$ cat src/rtl/tap_stream_tx_pkg.sv
// Shared types for the tap stream transmitter: the float_24_8 word and FSM states.
package tap_stream_tx_pkg;

  typedef logic [31:0] float_24_8;

  typedef enum logic [1:0] {
    IDLE     = 2'd0,
    STREAM   = 2'd1,
    WAIT_FIN = 2'd2
  } tap_tx_state_t;

endpackage

$ cat src/rtl/tap_tx_skid_fifo.sv
// Two-entry skid FIFO holding tap words plus a first-word sideband bit.
module tap_tx_skid_fifo
  import tap_stream_tx_pkg::*;
(
  input  logic       clk,
  input  logic       reset,
  input  logic       push,
  input  float_24_8  push_data,
  input  logic       push_fst,
  input  logic       pop,
  output logic [1:0] count,
  output float_24_8  head_data,
  output logic       head_fst
);

  float_24_8  data_q [2];
  logic [1:0] fst_q;
  logic       wr_ptr;
  logic       rd_ptr;

  // Storage, pointers and occupancy; push and pop may occur in the same cycle.
  always_ff @(posedge clk or negedge reset) begin
    if (!reset) begin
      data_q[0] <= '0;
      data_q[1] <= '0;
      fst_q     <= '0;
      wr_ptr    <= 1'b0;
      rd_ptr    <= 1'b0;
      count     <= '0;
    end else begin
      if (push) begin
        data_q[wr_ptr] <= push_data;
        fst_q[wr_ptr]  <= push_fst;
        wr_ptr         <= ~wr_ptr;
      end
      if (pop) begin
        rd_ptr <= ~rd_ptr;
      end
      case ({push, pop})
        2'b10:   count <= count + 2'd1;
        2'b01:   count <= count - 2'd1;
        default: count <= count;
      endcase
    end
  end

  assign head_data = data_q[rd_ptr];
  assign head_fst  = fst_q[rd_ptr];

endmodule

$ cat src/rtl/tap_stream_tx.sv
// Streams NUM_TAPS coefficients from a synchronous tap store to a stage's tap input,
// then waits for the stage's load_finish (or a timeout) before returning to idle.
module tap_stream_tx
  import tap_stream_tx_pkg::*;
#(
  parameter int NUM_TAPS    = 144,
  parameter int AW          = 8,
  parameter int FIN_TIMEOUT = 1023
) (
  input  logic          clk,
  input  logic          reset,
  input  logic          start,
  output logic          mem_rd_en,
  output logic [AW-1:0] mem_rd_addr,
  input  float_24_8     mem_rd_data,
  output float_24_8     tap_in,
  output logic          tap_in_fst,
  output logic          tap_in_vld,
  input  logic          tap_in_rdy,
  input  logic          load_finish,
  output logic          busy,
  output logic          done,
  output logic          timeout
);

  localparam int CW = AW + 1;
  localparam int TW = $clog2(FIN_TIMEOUT + 1);
  localparam logic [CW-1:0] LAST     = CW'(NUM_TAPS);
  localparam logic [CW-1:0] LAST_M1  = CW'(NUM_TAPS - 1);
  localparam logic [TW-1:0] TMO_LAST = TW'(FIN_TIMEOUT - 1);

  tap_tx_state_t state, next_state;
  logic [CW-1:0] issued, sent;
  logic [TW-1:0] timer;
  logic          inflight, inflight_fst;
  logic [1:0]    fifo_count;
  float_24_8     fifo_head;
  logic          fifo_head_fst, fifo_empty, fifo_push, fifo_pop, accept;
  logic          done_d, timeout_d;

  // Reads are throttled so FIFO occupancy plus the read in flight never exceeds two.
  assign mem_rd_en   = (state == STREAM) && (issued < LAST) &&
                       ((fifo_count + {1'b0, inflight}) < 2'd2);
  assign mem_rd_addr = issued[AW-1:0];

  // An empty FIFO passes the returning memory word straight through; if it is not
  // accepted that cycle it is captured so the presented word stays stable.
  assign fifo_empty = (fifo_count == 2'd0);
  assign tap_in_vld = !fifo_empty || inflight;
  assign tap_in     = !fifo_empty ? fifo_head : (inflight ? mem_rd_data : '0);
  assign tap_in_fst = !fifo_empty ? fifo_head_fst : inflight_fst;
  assign accept     = tap_in_vld && tap_in_rdy;
  assign fifo_pop   = accept && !fifo_empty;
  assign fifo_push  = inflight && !(fifo_empty && accept);
  assign busy       = (state != IDLE);

  tap_tx_skid_fifo u_fifo (
    .clk       (clk),
    .reset     (reset),
    .push      (fifo_push),
    .push_data (mem_rd_data),
    .push_fst  (inflight_fst),
    .pop       (fifo_pop),
    .count     (fifo_count),
    .head_data (fifo_head),
    .head_fst  (fifo_head_fst)
  );

  // FSM state register and registered completion pulses.
  always_ff @(posedge clk or negedge reset) begin
    if (!reset) begin
      state   <= IDLE;
      done    <= 1'b0;
      timeout <= 1'b0;
    end else begin
      state   <= next_state;
      done    <= done_d;
      timeout <= timeout_d;
    end
  end

  // Next-state and pulse decode; start is refused in the cycle a pulse is showing.
  always_comb begin
    next_state = state;
    done_d     = 1'b0;
    timeout_d  = 1'b0;
    case (state)
      IDLE:     if (start && !done && !timeout) next_state = STREAM;
      STREAM:   if (accept && (sent == LAST_M1)) next_state = WAIT_FIN;
      WAIT_FIN: begin
        if (load_finish) begin
          next_state = IDLE;
          done_d     = 1'b1;
        end else if (timer == TMO_LAST) begin
          next_state = IDLE;
          timeout_d  = 1'b1;
        end
      end
      default:  next_state = IDLE;
    endcase
  end

  // Issue/accept counters and the one-deep read-in-flight tracker, cleared in idle.
  always_ff @(posedge clk or negedge reset) begin
    if (!reset) begin
      issued       <= '0;
      sent         <= '0;
      inflight     <= 1'b0;
      inflight_fst <= 1'b0;
    end else if (state == IDLE) begin
      issued       <= '0;
      sent         <= '0;
      inflight     <= 1'b0;
      inflight_fst <= 1'b0;
    end else begin
      inflight     <= mem_rd_en;
      inflight_fst <= mem_rd_en && (issued == '0);
      if (mem_rd_en) issued <= issued + 1'b1;
      if (accept)    sent   <= sent + 1'b1;
    end
  end

  // load_finish wait timer, running only in WAIT_FIN.
  always_ff @(posedge clk or negedge reset) begin
    if (!reset) begin
      timer <= '0;
    end else if (state != WAIT_FIN) begin
      timer <= '0;
    end else begin
      timer <= timer + 1'b1;
    end
  end

endmodule

$ cat config.mk
export PLATFORM = sky130hd
export DESIGN_NAME = tap_stream_tx
export DESIGN_NICKNAME = d
export VERILOG_FILES = /design/src/rtl/tap_stream_tx_pkg.sv /design/src/rtl/tap_tx_skid_fifo.sv /design/src/rtl/tap_stream_tx.sv
export SDC_FILE = /design/constraint.sdc
export NUM_CORES = 1
export LEC_CHECK = 0
export CAP_MARGIN = 5
export CELL_PAD_IN_SITES_DETAIL_PLACEMENT = 1
export CELL_PAD_IN_SITES_GLOBAL_PLACEMENT = 2
export CORE_ASPECT_RATIO = 2
export CORE_UTILIZATION = 38
export DETAILED_ROUTE_END_ITERATION = 10
export PLACE_DENSITY = 0.87
export SYNTH_ARGS = -nofsm -noshare
export SYNTH_HDL_FRONTEND = slang
export SYNTH_HIERARCHICAL = 1
export SYNTH_SLANG_ARGS = --single-unit
export TNS_END_PERCENT = 50
$ cat constraint.sdc
create_clock -name clk -period 3.7 [get_ports clk]
set_input_delay 0.74 -clock clk [delete_from_list [all_inputs] [get_ports clk]]
set_output_delay 0.74 -clock clk [all_outputs]
set_load 0.005 [all_outputs]
Word level (Yosys, flattened, before mapping)
Index checks and enable logic that the tools add are counted.

word-level totals
  register bits after elaboration = 104
  input port bits = 37
  output and inout port bits = 46
  logic and storage cells = 99

operators by class
  $add $sub $neg = 6
  magnitude comparators = 8
  equality and inequality tests = 10
  multiplexer cells = 32
  bitwise gates (word level) = 4
  reduce and logical (&&, ||, !) cells = 25

operator list
  operator                                                  number
  two-way mux 32 bit                                        6
  bitwise mux 64 bit                                        1
  two-way mux 9 bit                                         4
  demux 32 bit (select 1 bit)                               1
  adder 9 x 1 -> 9 bit, second input constant               2
  logical AND 1 bit                                         12
  two-way mux 1 bit                                         11
  adder 10 x 1 -> 10 bit, second input constant             1
  == test 10 bit, second input constant                     1
  two-way mux 10 bit                                        1
  == test 9 x 8 -> 1 bit, second input constant             1
  logical NOT 9 bit                                         1
  < comparator 9 x 8 -> 1 bit, second input constant        1
  two-way mux 2 bit                                         4
  nonzero test 2 bit                                        4
  case mux 2 bit (3 select lines)                           1
  == test 2 x 1 -> 1 bit, second input constant             2
  == test 2 bit, second input constant                      2
  greater-or-equal comparator 2 bit, second input constant  2
  logical NOT 1 bit                                         4
  logical NOT 2 bit                                         2
  < comparator 1 x 2 -> 1 bit, second input constant        2
  != test 2 bit, second input constant                      2
  NOT 1 -> 2 bit                                            2
  other kinds (14)                                          15

Logic depth before layout (Yosys ltp)
  depth after elaboration = 9
  depth in mapped cells = 7
  gate-level depth less buffers = 7

By module
The synthesis kept the hierarchy.

modules (own cells, without submodules)
  module            instances  cells each  area each (µm²)  sequential area each (µm²)
  tap_tx_skid_fifo  1          189         3035.4           1751.7
  tap_stream_tx     1          286         2154.6           850.8

Worst setup path before layout
OpenSTA, ideal clock, no wires.

  path type = input to register
  start = in tap_in_rdy
  end = reg u_fifo/data_q[40] in the netlist's numbering
  library setup time = 125 ps
  arrival = 1874 ps
  required time = 3575 ps
  path slack = 1701 ps
  stages on the path = 5
  path buffers = 1
  cell sequence = a21boi_0 -> inv_1 -> nor2_4 -> buf_6 -> mux2_2

between the ends
  cells in the longest elaborated chain, start to end = 4

RTL lines
  item                             line                    text
  from (decl)                      tap_stream_tx.sv:19     input logic tap_in_rdy,
  logical AND 1 bit                tap_stream_tx.sv:52     assign accept = tap_in_vld && tap_in_rdy;
  logical AND 1 bit                tap_stream_tx.sv:54     assign fifo_push = inflight && !(fifo_empty && accept);
  logical NOT 1 bit                tap_stream_tx.sv:54
  logical AND 1 bit                tap_stream_tx.sv:54
  to (signal, indexed assignment)  tap_tx_skid_fifo.sv:32  data_q[wr_ptr] <= push_data;
  to (decl)                        tap_tx_skid_fifo.sv:16  float_24_8 data_q [2];

Every way passes these cells.
A chain may end at the register's enable or synchronous reset.

Worst setup path in the final report
  start = reg u_fifo.count[0]
  end = out tap_in[1]

between the ends
  cells in the longest elaborated chain, start to end = 2

RTL lines
  item                    line                    text
  from (decl)             tap_tx_skid_fifo.sv:11  output logic [1:0] count,
  from (signal assigned)  tap_tx_skid_fifo.sv:40  2'b10: count <= count + 2'd1;
  from (signal assigned)  tap_tx_skid_fifo.sv:41  2'b01: count <= count - 2'd1;
  from (signal assigned)  tap_tx_skid_fifo.sv:42  default: count <= count;
  logical NOT 2 bit       tap_stream_tx.sv:48     assign fifo_empty = (fifo_count == 2'd0);
  two-way mux 32 bit      tap_stream_tx.sv:50     assign tap_in = !fifo_empty ? fifo_head : (inflight ? mem_rd_data : '0);
  to (decl)               tap_stream_tx.sv:16     output float_24_8 tap_in,

Every way passes these cells.

==> results by group <==
Clocking
  – Sinks on Clock Net: 104
  – Clk root buf: clkbuf_16
  – Num CTS Buffers: 9
  – Post_cts resized: 0
  – Post-CTS setup buffer count: 0
  – Post-CTS Hold Buffers: 0
  – CTS tree: yes
  – Max H-tree Level: 3
  – Clk_lat worst skew: 340 ps
  – Clock Tree Buf Depth: 2
  – Reg clk slew, reported paths: 70 ps

Run status
  – Failing checks: DRC
  – Outcome: finished with violations

Timing
  – Setup TNS: 0 ps
  – Tmin final: 3080 ps
  – Rel. slew slack: 40.5%
  – Final Skew: 6.46 ps
  – Max frequency: 0.324 GHz
  – Worst Tran Pin Value: 889 ps
  – Slew Limit Fails: 0
  – Endpoints failing setup: 0
  – Final hold viol count: 0
  – RSZ-0062 raised after global routing: no
  – Crit share post-route: 83.3%

Die
  – Die area: 14200 sq um
  – IO Count: 83
  – Cell Rows: 60
  – Initial Util: 38.8%
  – Core area: 13400 sq um
  – Chip width: 84.6 um
  – Die Span Y: 167 um

Route
  – Initial DRC Count: 126
  – Pre-antenna DRT Iters: 9
  – Routed wire per std cell: 17.8 um
  – Final WL: 12500 um
  – Antenna violation net count after detailed routing: 0
  – Drt drc: 2
  – Via count: 3761
  – Vias per cell: 5.33

Worst setup path
  – Worst setup path startpoint: u_fifo/count[0]
  – CP startpoint kind: flip-flop
  – Worst reg2reg path startpoint: u_fifo/count[0]
  – Worst path required time: 2960 ps
  – Worst EP arrival: 2340 ps
  – CP Capture Type: output pin
  – Crit Path Category: flip-flop to output pin
  – Worst Path Max Fanout: 34

Global routing
  – Largest net degree at the start of global routing: 55
  – Gr ovfl total: 0
  – Initial antenna violation count: 0
  – First-pass GRT wire length: 20900 um
  – GRT Total Usage: 18.9%
  – Vias in the first global route: 4152

Power and ir drop
  – Register share of total power: 33.4%
  – Internal: 3770 uW
  – Sw Ratio: 33.2%
  – Peak VDD IR: 0.493 mV
  – Leak Pwr: 0.00277 uW
  – Clk network pwr share: 17.4%
  – Switching Power: 1870 uW
  – Comb pwr share: 49.2%
  – Power Total: 5640 uW
  – Pwr dens: 882 nW/um^2

Synthesis
  – Synth cell types: 39
  – Top cell type's share of synthesized area: 50.1%
  – Synth Net Count: 518
  – Seq/Total Area, Yosys: 50.1%
  – #FFs+latches synth: 104
  – Synth Instances: 475
  – Synth Cell Area: 5190 sq um
  – Synth Warn #: 6
  – Syn_area_per_cell: 10.9 sq um
  – Area contributors post-synth: dfrtp_1 (50%), mux2_2 (21%), nand2_1 (5.6%)
  – Largest area contributor in the netlist: dfrtp_1

Placed design
  – Placed Instances: 690
  – Final HPWL DP: 8980 um
  – Count of input and output buffers: 82
  – Gpl congestion: 0.737

Cells and area
  – Nets: 589
  – Most common cell after layout, fill and taps aside: dfrtp_1
  – FF/Latch Area: 2600 sq um
  – FILL cells: 1441
  – Non-filler cells, final: 705
  – # diodes: 0
  – Most frequent cells in the layout: dfrtp_1 (104), mux2_2 (97), clkdlybuf4s50_1 (81)
  – P&R area growth vs syn: 23.2%
  – Layout cells sized above 1: 22.7%
  – Area of the multi-input gates: 2350 sq um

Flow run
  – Total of max-cap violations: 0

Hold path
  – Class of the worst hold path: input port to asynchronous set/reset pin
-- cell usage after synthesis, drive strengths merged --
master and number:
dfrtp 104, nor3b 1, a21boi 1, nand3 42, and2 3, a22o 1
buf 21, nand2b 1, nor4b 1, o311ai 1, nand2 79, clkbuf 11
or3 4, a21oi 6, nor2 27, or2 1, xor2 9, o21ai 5
or4 2, or4b 1, o31ai 6, and4 1, ha 6, xnor2 10
inv 10, o21a 1, and3 1, mux2 99, nand4 5, nor3 7
mux2i 2, o211ai 3, nor4 3
-- cells by family (layout without fill, tap and decap cells) --
group	count (synthesis)	in the layout	synth area share, %
XOR/XNOR	19	19	3.21
adder cells (fa/ha/maj)	6	6	1.45
AND/OR/NAND/NOR	179	179	15.7
buffers and inverters	42	117	4.63
flip-flops	104	104	50.1
AO/OA/AOI/OAI	24	24	2.99
multiplexers	101	101	21.9
-- metrics by stage --
stage	worst slack (ps)	instance area [sq um]	hold slack, ps	util (%)
after global routing	492	6390	486	47.8
after detailed placement	733	6090	488	45.6
after CTS	538	6390	456	47.8
after floorplan	1700	5190	444	-
final	616	6390	423	47.8
after global placement	814	6090	465	45.6
-- sequential cells by signal (all words and copies together), names as in the netlist --
| name | count |
|---|---|
| u_fifo/count | 2 |
| timer | 10 |
| u_fifo/fst_q | 2 |
| inflight_fst | 1 |
| state | 2 |
| inflight | 1 |
| u_fifo/rd_ptr | 1 |
| done | 1 |
| u_fifo/data_q | 64 |
| u_fifo/wr_ptr | 1 |
| timeout | 1 |
| issued | 9 |
| sent | 9 |
-- power by group through the flow --
stage | combinational (uW) | sequential, uW | clock, uW
6_report | 2770 | 1880 | 981
5_1_grt | 3030 | 1950 | 1050
4_1_cts | 2830 | 1890 | 1010
3_5_place_dp | 2810 | 1900 | 0
3_3_place_gp | 2720 | 1850 | 0
2_1_floorplan | 1750 | 1790 | 0
-- critical path: stages (launching register included) --
cell and delay, ps:
dfrtp_1 530, or2_2 650, nand2_1 220, nand2_1 100, clkdlybuf4s50_1 490
-- final cells by class --
cell class	count	area share (%)
Timing Repair Buffer	92	14.2
Clock buffer	11	3.64
Multi-Input combinational cell	329	36.8
Inverter	10	0.587
Sequential cell	104	40.7
Clock inverter	4	1.10
Tap cell	155	3.03
-- path summary, 6_finish.rpt --
kind | end | slack (ps) | cells past startpoint
worst max-delay path | tap_in[1] | 620 | 4
worst min-delay path | timer[8] | 420 | 1
worst max register to register | u_fifo/data_q[48] | 1120 | 7
worst min register to register | u_fifo/data_q[53] | 500 | 1
max in group asynchronous | u_fifo/data_q[12] | 2430 | 2
min in group clk | u_fifo/data_q[53] | 500 | 1
-- per-layer routing --
metal | wire length [um] | global-route usage (%)
met5 | 0 | 0
met4 | 199 | 6.41
met3 | 284 | 2.46
met2 | 7400 | 37.6
met1 | 4650 | 19.7
(Power assumes the default switching activity.)
